**src/rtl/div_iter_unit_pkg.sv**
```systemverilog
// Shared types and constants for the iterative restoring divider.
// The state encoding is also exported on the divider's debug port.
package div_iter_unit_pkg;

  localparam int DIV_WIDTH_DEFAULT = 32;

  typedef enum logic [1:0] {
    DIV_IDLE = 2'd0,
    DIV_RUN  = 2'd1,
    DIV_DONE = 2'd2
  } div_state_e;

  // Stall is requested for the whole operation except the single result cycle.
  function automatic logic div_state_busy(input div_state_e st);
    return st != DIV_DONE;
  endfunction

endpackage

```
**src/rtl/div_iter_unit.sv**
```systemverilog
// Multi-cycle radix-2 restoring divider answering the EX-stage divide handshake.
// Produces {remainder, quotient} for the HI/LO register pair.
module div_iter_unit
  import div_iter_unit_pkg::*;
#(
  parameter int WIDTH = DIV_WIDTH_DEFAULT
) (
  input  logic               clk,
  input  logic               rst,
  input  logic               flush,
  input  logic [WIDTH-1:0]   dividend,
  input  logic [WIDTH-1:0]   divisor,
  input  logic               valid,
  input  logic               div_signed,
  output logic               stall,
  output logic [2*WIDTH-1:0] result,
  output div_state_e         dbg_state
);

  localparam int CW = (WIDTH > 1) ? $clog2(WIDTH) : 1;
  localparam logic [CW-1:0] LAST_ITER = CW'(WIDTH - 1);

  div_state_e         state_q, state_d;
  logic [WIDTH:0]     rem_q, rem_d;
  logic [WIDTH-1:0]   quo_q, quo_d;
  logic [WIDTH-1:0]   dvs_q, dvs_d;
  logic [CW-1:0]      cnt_q, cnt_d;
  logic               qneg_q, qneg_d;
  logic               rneg_q, rneg_d;
  logic [2*WIDTH-1:0] result_q, result_d;

  logic               dvd_neg, dvs_neg;
  logic [WIDTH-1:0]   abs_dividend, abs_divisor;
  logic [WIDTH:0]     rem_shift, trial, rem_iter;
  logic [WIDTH-1:0]   quo_iter, quo_fin, rem_fin;

  // Handshake: the initiator holds valid and operands steady while stall=1;
  // stall falls for exactly the one cycle in which result is sampled.
  // Reset also forces stall low so a held request does not freeze the pipe.
  assign stall     = rst & valid & ~flush & div_state_busy(state_q);
  assign result    = result_q;
  assign dbg_state = state_q;

  always_comb begin
    dvd_neg      = div_signed & dividend[WIDTH-1];
    dvs_neg      = div_signed & divisor[WIDTH-1];
    abs_dividend = dvd_neg ? -dividend : dividend;
    abs_divisor  = dvs_neg ? -divisor : divisor;

    // One restoring step; the extra remainder bit keeps the borrow visible.
    rem_shift = {rem_q[WIDTH-1:0], quo_q[WIDTH-1]};
    trial     = rem_shift - {1'b0, dvs_q};
    rem_iter  = trial[WIDTH] ? rem_shift : trial;
    quo_iter  = {quo_q[WIDTH-2:0], ~trial[WIDTH]};

    quo_fin = qneg_q ? -quo_iter : quo_iter;
    rem_fin = rneg_q ? -rem_iter[WIDTH-1:0] : rem_iter[WIDTH-1:0];
  end

  always_comb begin
    state_d  = state_q;
    rem_d    = rem_q;
    quo_d    = quo_q;
    dvs_d    = dvs_q;
    cnt_d    = cnt_q;
    qneg_d   = qneg_q;
    rneg_d   = rneg_q;
    result_d = result_q;

    if (flush) begin
      state_d = DIV_IDLE;
    end else begin
      case (state_q)
        DIV_IDLE: begin
          if (valid) begin
            if (divisor == '0) begin
              result_d = {dividend, {WIDTH{1'b1}}};
              state_d  = DIV_DONE;
            end else begin
              quo_d   = abs_dividend;
              dvs_d   = abs_divisor;
              rem_d   = '0;
              cnt_d   = '0;
              qneg_d  = dvd_neg ^ dvs_neg;
              rneg_d  = dvd_neg;
              state_d = DIV_RUN;
            end
          end
        end
        DIV_RUN: begin
          if (!valid) begin
            state_d = DIV_IDLE;
          end else begin
            rem_d = rem_iter;
            quo_d = quo_iter;
            cnt_d = cnt_q + CW'(1);
            if (cnt_q == LAST_ITER) begin
              result_d = {rem_fin, quo_fin};
              state_d  = DIV_DONE;
            end
          end
        end
        DIV_DONE: state_d = DIV_IDLE;
        default:  state_d = DIV_IDLE;
      endcase
    end
  end

  always_ff @(posedge clk or negedge rst) begin
    if (!rst) begin
      state_q  <= DIV_IDLE;
      rem_q    <= '0;
      quo_q    <= '0;
      dvs_q    <= '0;
      cnt_q    <= '0;
      qneg_q   <= 1'b0;
      rneg_q   <= 1'b0;
      result_q <= '0;
    end else begin
      state_q  <= state_d;
      rem_q    <= rem_d;
      quo_q    <= quo_d;
      dvs_q    <= dvs_d;
      cnt_q    <= cnt_d;
      qneg_q   <= qneg_d;
      rneg_q   <= rneg_d;
      result_q <= result_d;
    end
  end

endmodule

```
**config.mk**
```make
export PLATFORM = sky130hd
export DESIGN_NAME = div_iter_unit
export DESIGN_NICKNAME = d
export VERILOG_FILES = /design/src/rtl/div_iter_unit_pkg.sv /design/src/rtl/div_iter_unit.sv
export SDC_FILE = /design/constraint.sdc
export NUM_CORES = 1
export LEC_CHECK = 0
export BUFFER_PORTS_ARGS = -buffer_cell sky130_fd_sc_hd__buf_2
export CAP_MARGIN = 30
export CORE_MARGIN = 4
export CORE_UTILIZATION = 55
export DETAILED_ROUTE_END_ITERATION = 6
export GPL_ROUTABILITY_DRIVEN = 0
export MAX_ROUTING_LAYER = met4
export PLACE_DENSITY = 0.76
export REMOVE_ABC_BUFFERS = 1
export SYNTH_ARGS = -nofsm -noshare
export SYNTH_HDL_FRONTEND = slang
export SYNTH_SLANG_ARGS = --single-unit
```
**constraint.sdc**
```tcl
create_clock -name clk -period 15.4 [get_ports clk]
set_input_delay 1.54 -clock clk [delete_from_list [all_inputs] [get_ports clk]]
set_output_delay 1.54 -clock clk [all_outputs]
set_load 0.01 [all_outputs]
```
Word level (Yosys, flattened, before mapping)
Index checks and enable logic that the tools add are counted.

Register bits after elaboration: 169. Output and inout bits: 67.

$add $sub $neg: 6. Equality and inequality tests: 10. Muxes and demuxes: 28. Bitwise gates (word level): 9. Reductions and logical operators: 7.

Operators with widths (number): $mux 32 (11); $mux 64 (4); $neg 32->32 (4); $pmux 32 s2 (2); $pmux 64 s2 (1); $sub 33x32->33 (1); $logic_not 32->1 (1); $mux 5 (3); $ne 2x2->1 const B (6); $mux 2 (5); $pmux 5 s2 (1); $reduce_and 6->1 (1); $add 5x1->5 const B (1); $and 1x1->1 (5); $eq 5x5->1 const B (1); $reduce_and 5->1 (1); $ne 4x4->1 const B (1); $pmux 2 s2 (1); $reduce_and 4->1 (1); $ne 3x3->1 const B (1); $not 1->1 (3); $eq 2x1->1 const B (1); $logic_not 2->1 (1); $reduce_and 2->1 (1); 2 further kinds (2).

Logic depth before layout (Yosys ltp)
Depth after elaboration: 7. Mapped depth: 24. Gate-level depth less buffers: 22.

Worst setup path before layout
Ideal clock, no wire load.

Path type: register -> register. Start point: register quo_q[31]. End point: register result_q[62], in the netlist result[62]. Data arrival time: 5371 ps. Data required time: 15263 ps. Slack: 9892 ps. Stages on the path, launching flop included: 24. Path through: dfrtp_1 -> inv_1 -> ha_1 -> inv_1 -> fa_1 -> a21o_1 -> a221o_1 -> a211oi_4 -> a211oi_2 -> nor3_1 -> nor2_1 -> inv_2 -> clkbuf_1 -> clkbuf_1 -> nor2_1 -> a21oi_1 -> ha_1 -> nand3_1 -> or4b_2 -> nor4_2 -> o21ai_1 -> o41ai_2 -> xor2_1 -> a21oi_1.

Word-level cells in the longest chain between the ends: 7.

RTL lines: from (decl) (RTL line div_iter_unit.sv:25) `logic [WIDTH-1:0] quo_q, quo_d;`; from (signal assigned) (RTL line div_iter_unit.sv:122) `quo_q <= quo_d;`; $sub 33x32->33 (RTL line div_iter_unit.sv:52) `trial = rem_shift - {1'b0, dvs_q};`; $mux 32 * (RTL line div_iter_unit.sv:53) `rem_iter = trial[WIDTH] ? rem_shift : trial;`; $neg 32->32 (RTL line div_iter_unit.sv:57) `rem_fin = rneg_q ? -rem_iter[WIDTH-1:0] : rem_iter[WIDTH-1:0];`; $mux 32 * (RTL line div_iter_unit.sv:57); $mux 64 * (RTL line div_iter_unit.sv:97) `if (cnt_q == LAST_ITER) begin`; $mux 64 * (RTL line div_iter_unit.sv:91) `if (!valid) begin`; $pmux 64 s2 * (RTL line div_iter_unit.sv:73) `case (state_q)`; to (signal assigned) (RTL line div_iter_unit.sv:127) `result_q <= result_d;`; to (decl) (RTL line div_iter_unit.sv:30) `logic [2*WIDTH-1:0] result_q, result_d;`.

Mark *: on every way between the ends. The rest lies on a longest branch, timed or not. The select of a mux whose other input is x is not followed. A chain may end at the register's enable or synchronous reset.

Worst setup path after layout
Start point: register quo_q[31]. End point: register result_q[50], in the netlist result[50].

Same word-level chain as after synthesis.

==> summary.md <==
| Metric | Value |
|---|---|
| Hold Path Origin | `dvs_q[28]` |
| Placed cell area | `12900 sq um` |
| Asr flop ratio synth | `100%` |
| Mapped cell area | `12100 sq um` |
| Layout cells sized above 1 | `13.3%` |
| WL/cell | `16.9 um` |
| Root buffer cell | `clkbuf_16` |
| Via/cell ratio | `5.94` |
| Worst vdd ir | `0.0000532 V` |
| Nets | `1713` |
| FF-to-FF End | `result[50]` |
| Worst reg2reg startpoint | `quo_q[31]` |
| Setup violators final | `0` |
| DP Worst Slack | `9.68 ns` |
| Worst-Margin Slew | `1.05 ns` |
| Worst hold path depth | `2` |
| Final HPWL from detailed placement | `23900 um` |
| Crit-path leading delay family | `compound AO/OA/AOI/OAI gates` |
| Data required, critical path | `15.72 ns` |
| Post-route ant nets | `0` |
| Fin cells | `1898` |
| # rows | `54` |
| Sw Ratio | `35.4%` |
| Max cap viols | `0` |
| Num CTS Buffers | `17` |
| First-pass DRT Iterations | `6` |
| Largest net degree at the start of global routing | `98` |
| Die H | `156 um` |
| CP max stage delay | `0.77 ns` |
| M2 GR Usage | `43.0%` |
| Area contributors post-synth | `dfrtp_1, o21ai_0, nand2_1` |
| Largest area contributor in the netlist | `dfrtp_1` |
| CTS tree | `built` |
| Final worst-path cycle share | `37.8%` |
| Ys flop type | `dfrtp_1` |
| Global-route congestion overflow total | `0` |
| Overall Global Routing Usage | `26.9%` |
| GR met1 Demand/Resource | `36.5%` |
| Met3 usage | `3.26%` |
| Ant diodes | `0` |
| Synthesized instance count | `1524` |
| R2R depth | `22` |
| NetSw | `450 uW` |
| Final Critical Period | `5.82 ns` |
| Total power per unit cell area | `94.0 nW/um^2` |
| Yosys warning count | `0` |
| Top cell type's share of synthesized area | `34.9%` |
| Status | `finished, final reports clean` |
| Synth cell count leaders | `nand2_1, dfrtp_1, o21ai_0` |
| Placed cell count | `1865` |
| Top Usage Layer GRT | `met2` |
| Crit Path Class | `reg2reg` |
| Post-synth EDFFs | `0` |
| Crit-path slowest cell | `or4b_2` |
| Hold_buf cts | `0` |
| Hold Path End | `dvs_q[28]` |
| Tot Pwr | `1.27 mW` |
| PnR worst setup slack | `9.58 ns` |
| Arr. time, crit path | `6.14 ns` |
| Reg2Reg Setup Slack | `9.58 ns` |
| # resized after CTS | `0` |
| Max Freq | `0.172 GHz` |
| Initial Util | `55.7%` |
| Unrepaired setup endpoints after global routing | `no` |
| Drt drc | `0` |
| Clk buf depth | `2` |
| Worst-Skew Late Latency | `0.44 ns` |
| Worst Path Buf+Inv | `4` |
| Post-synthesis cell type count | `79` |
| CP Max Fanout | `8` |
| Clock power share | `33.8%` |
| Comb power frac | `26.3%` |
| Die width | `156 um` |
| Area growth syn-to-layout | `11.7%` |
| CORE AREA | `21800 sq um` |
| Post-CTS setup buffer count | `0` |
| Max transition margin | `29.1%` |
| Cell Chain, Critical Path | `inv_1 -> ha_1 -> inv_1 -> fa_1 -> a21o_1 -> a221o_1 -> a211oi_4 -> a211oi_2 -> nor3_1 -> buf_2 -> nor2_4 -> inv_2 -> nor2_1 -> a21oi_1 -> ha_1 -> nand3_1 -> or4b_2 -> nor4_1 -> o211a_1 -> nor2_1 -> xnor2_1 -> a221o_1` |
| Number of global-route vias before repair | `10.4k` |
| # fillers | `1984` |
| Yosys reg bits | `169` |
| Die area | `24500 sq um` |
| Initial DRC Count | `1126` |
| Syn Area/Cell | `7.95 sq um` |
| Most frequent cell after synthesis | `nand2_1` |
| Fin area | `13500 sq um` |
| Finished Core Util | `62.2%` |
| First-pass GRT wire length | `52600 um` |
| Clock sinks | `169` |
| Via count | `11.3k` |
| Slew Viols, Final | `0` |
| Final hold vios | `0` |
| Crit path capture type | `flip-flop` |
| Port bufs | `135` |
| Class of the worst hold path | `reg2reg` |
| Reg power frac | `39.9%` |
| Worst hold margin | `0.482 ns` |
| Final setup TNS | `0 ns` |
| Static leakage | `6.16 nW` |
| Final wirelength | `32100 um` |
| CTS H-tree depth | `4` |
| Int Power | `822 uW` |
| Setup Skew | `0.0128 ns` |
| Critical Path Start Type | `flip-flop` |
| Antenna violations before repair | `0` |
| Worst-path clk slew | `0.07 ns` |
| Post-synthesis sequential area ratio | `34.9%` |
| # IOs | `136` |
routing by layer:
| metal | routed length (um) | up-vias | part of all wire (%) |
|---|---|---|---|
| met5 | 0 | - | 0 |
| met1 | 14400 | 5226 | 45 |
| met3 | 2340 | 38 | 7.3 |
| li1 | - | 5586 | - |
| met4 | 418 | 0 | 1.3 |
| met2 | 15000 | 432 | 47 |
state kept, by name, indices dropped and copies added, names as in the netlist:
name / count
result: 64
dvs_q: 32
quo_q: 32
rem_q: 32
cnt_q: 5
dbg_state: 2
qneg_q: 1
rneg_q: 1
worst max-delay path by stage:
stage | startpoint | depth (start not counted) | to | slack, ns
2_1_floorplan | quo_q[31] | 20 | result[62] | 7.84
3_3_place_gp | quo_q[31] | 21 | result[62] | 9.54
3_5_place_dp | quo_q[31] | 22 | result[50] | 9.68
4_1_cts | quo_q[31] | 22 | result[50] | 9.64
5_1_grt | quo_q[31] | 22 | result[62] | 9.19
6_report | quo_q[31] | 22 | result[50] | 9.58
area by class of cell:
type / instances / area (sq um) / share of cell area (%)
Clock buffer: 18 / 439 / 3.25
Clock inverter: 14 / 154 / 1.14
Inverter: 60 / 225 / 1.66
Multi-Input combinational cell: 1208 / 7330 / 54.2
Sequential cell: 169 / 4230 / 31.3
Tap cell: 280 / 350 / 2.59
Timing Repair Buffer: 149 / 805 / 5.95
logic make-up (layout without fill, tap and decap cells):
logic type      count (synthesis)  count (layout)  share of synthesized area (%)
compound gates                471             471                           23.7
xor+xnor                      137             137                           9.90
fa+ha+maj                      39              39                           4.09
buf+inv                       147             241                           4.78
flops                         169             169                           34.9
mux                            28              28                           2.38
simple gates                  533             533                           20.2
power groups by stage:
stage / sequential (mW) / combinational, mW / clock (mW)
3_3_place_gp: 0.514 / 0.321 / 0
3_5_place_dp: 0.516 / 0.329 / 0
5_1_grt: 0.513 / 0.378 / 0.455
2_1_floorplan: 0.509 / 0.238 / 0
6_report: 0.508 / 0.334 / 0.430
4_1_cts: 0.507 / 0.331 / 0.436
layout by cell type (no fill, tap or decap), drive strengths merged, types with 13 or more instances in the layout:
master	count
clkbuf	18
a21oi	135
a31oi	40
or4	16
xor2	75
nor2	151
nor4	22
nor3	30
or3	22
xnor2	62
o31ai	32
inv	67
dfrtp	169
o21ai	173
nand2	203
buf	149
ha	38
nand4	13
mux2i	22
and2	13
nand3	19
worst reg2reg max path, cell delays in order, from the launching register on:
cell and delay (ns):
dfrtp_1 0.41, inv_1 0.09, ha_1 0.18, inv_1 0.06, fa_1 0.40, a21o_1 0.23
a221o_1 0.41, a211oi_4 0.33, a211oi_2 0.15, nor3_1 0.30, buf_2 0.29, nor2_4 0.05
inv_2 0.09, nor2_1 0.04, a21oi_1 0.22, ha_1 0.27, nand3_1 0.13, or4b_2 0.77
nor4_1 0.45, o211a_1 0.27, nor2_1 0.06, xnor2_1 0.16, a221o_1 0.34
No activity file was read; power rests on OpenSTA's default activity.
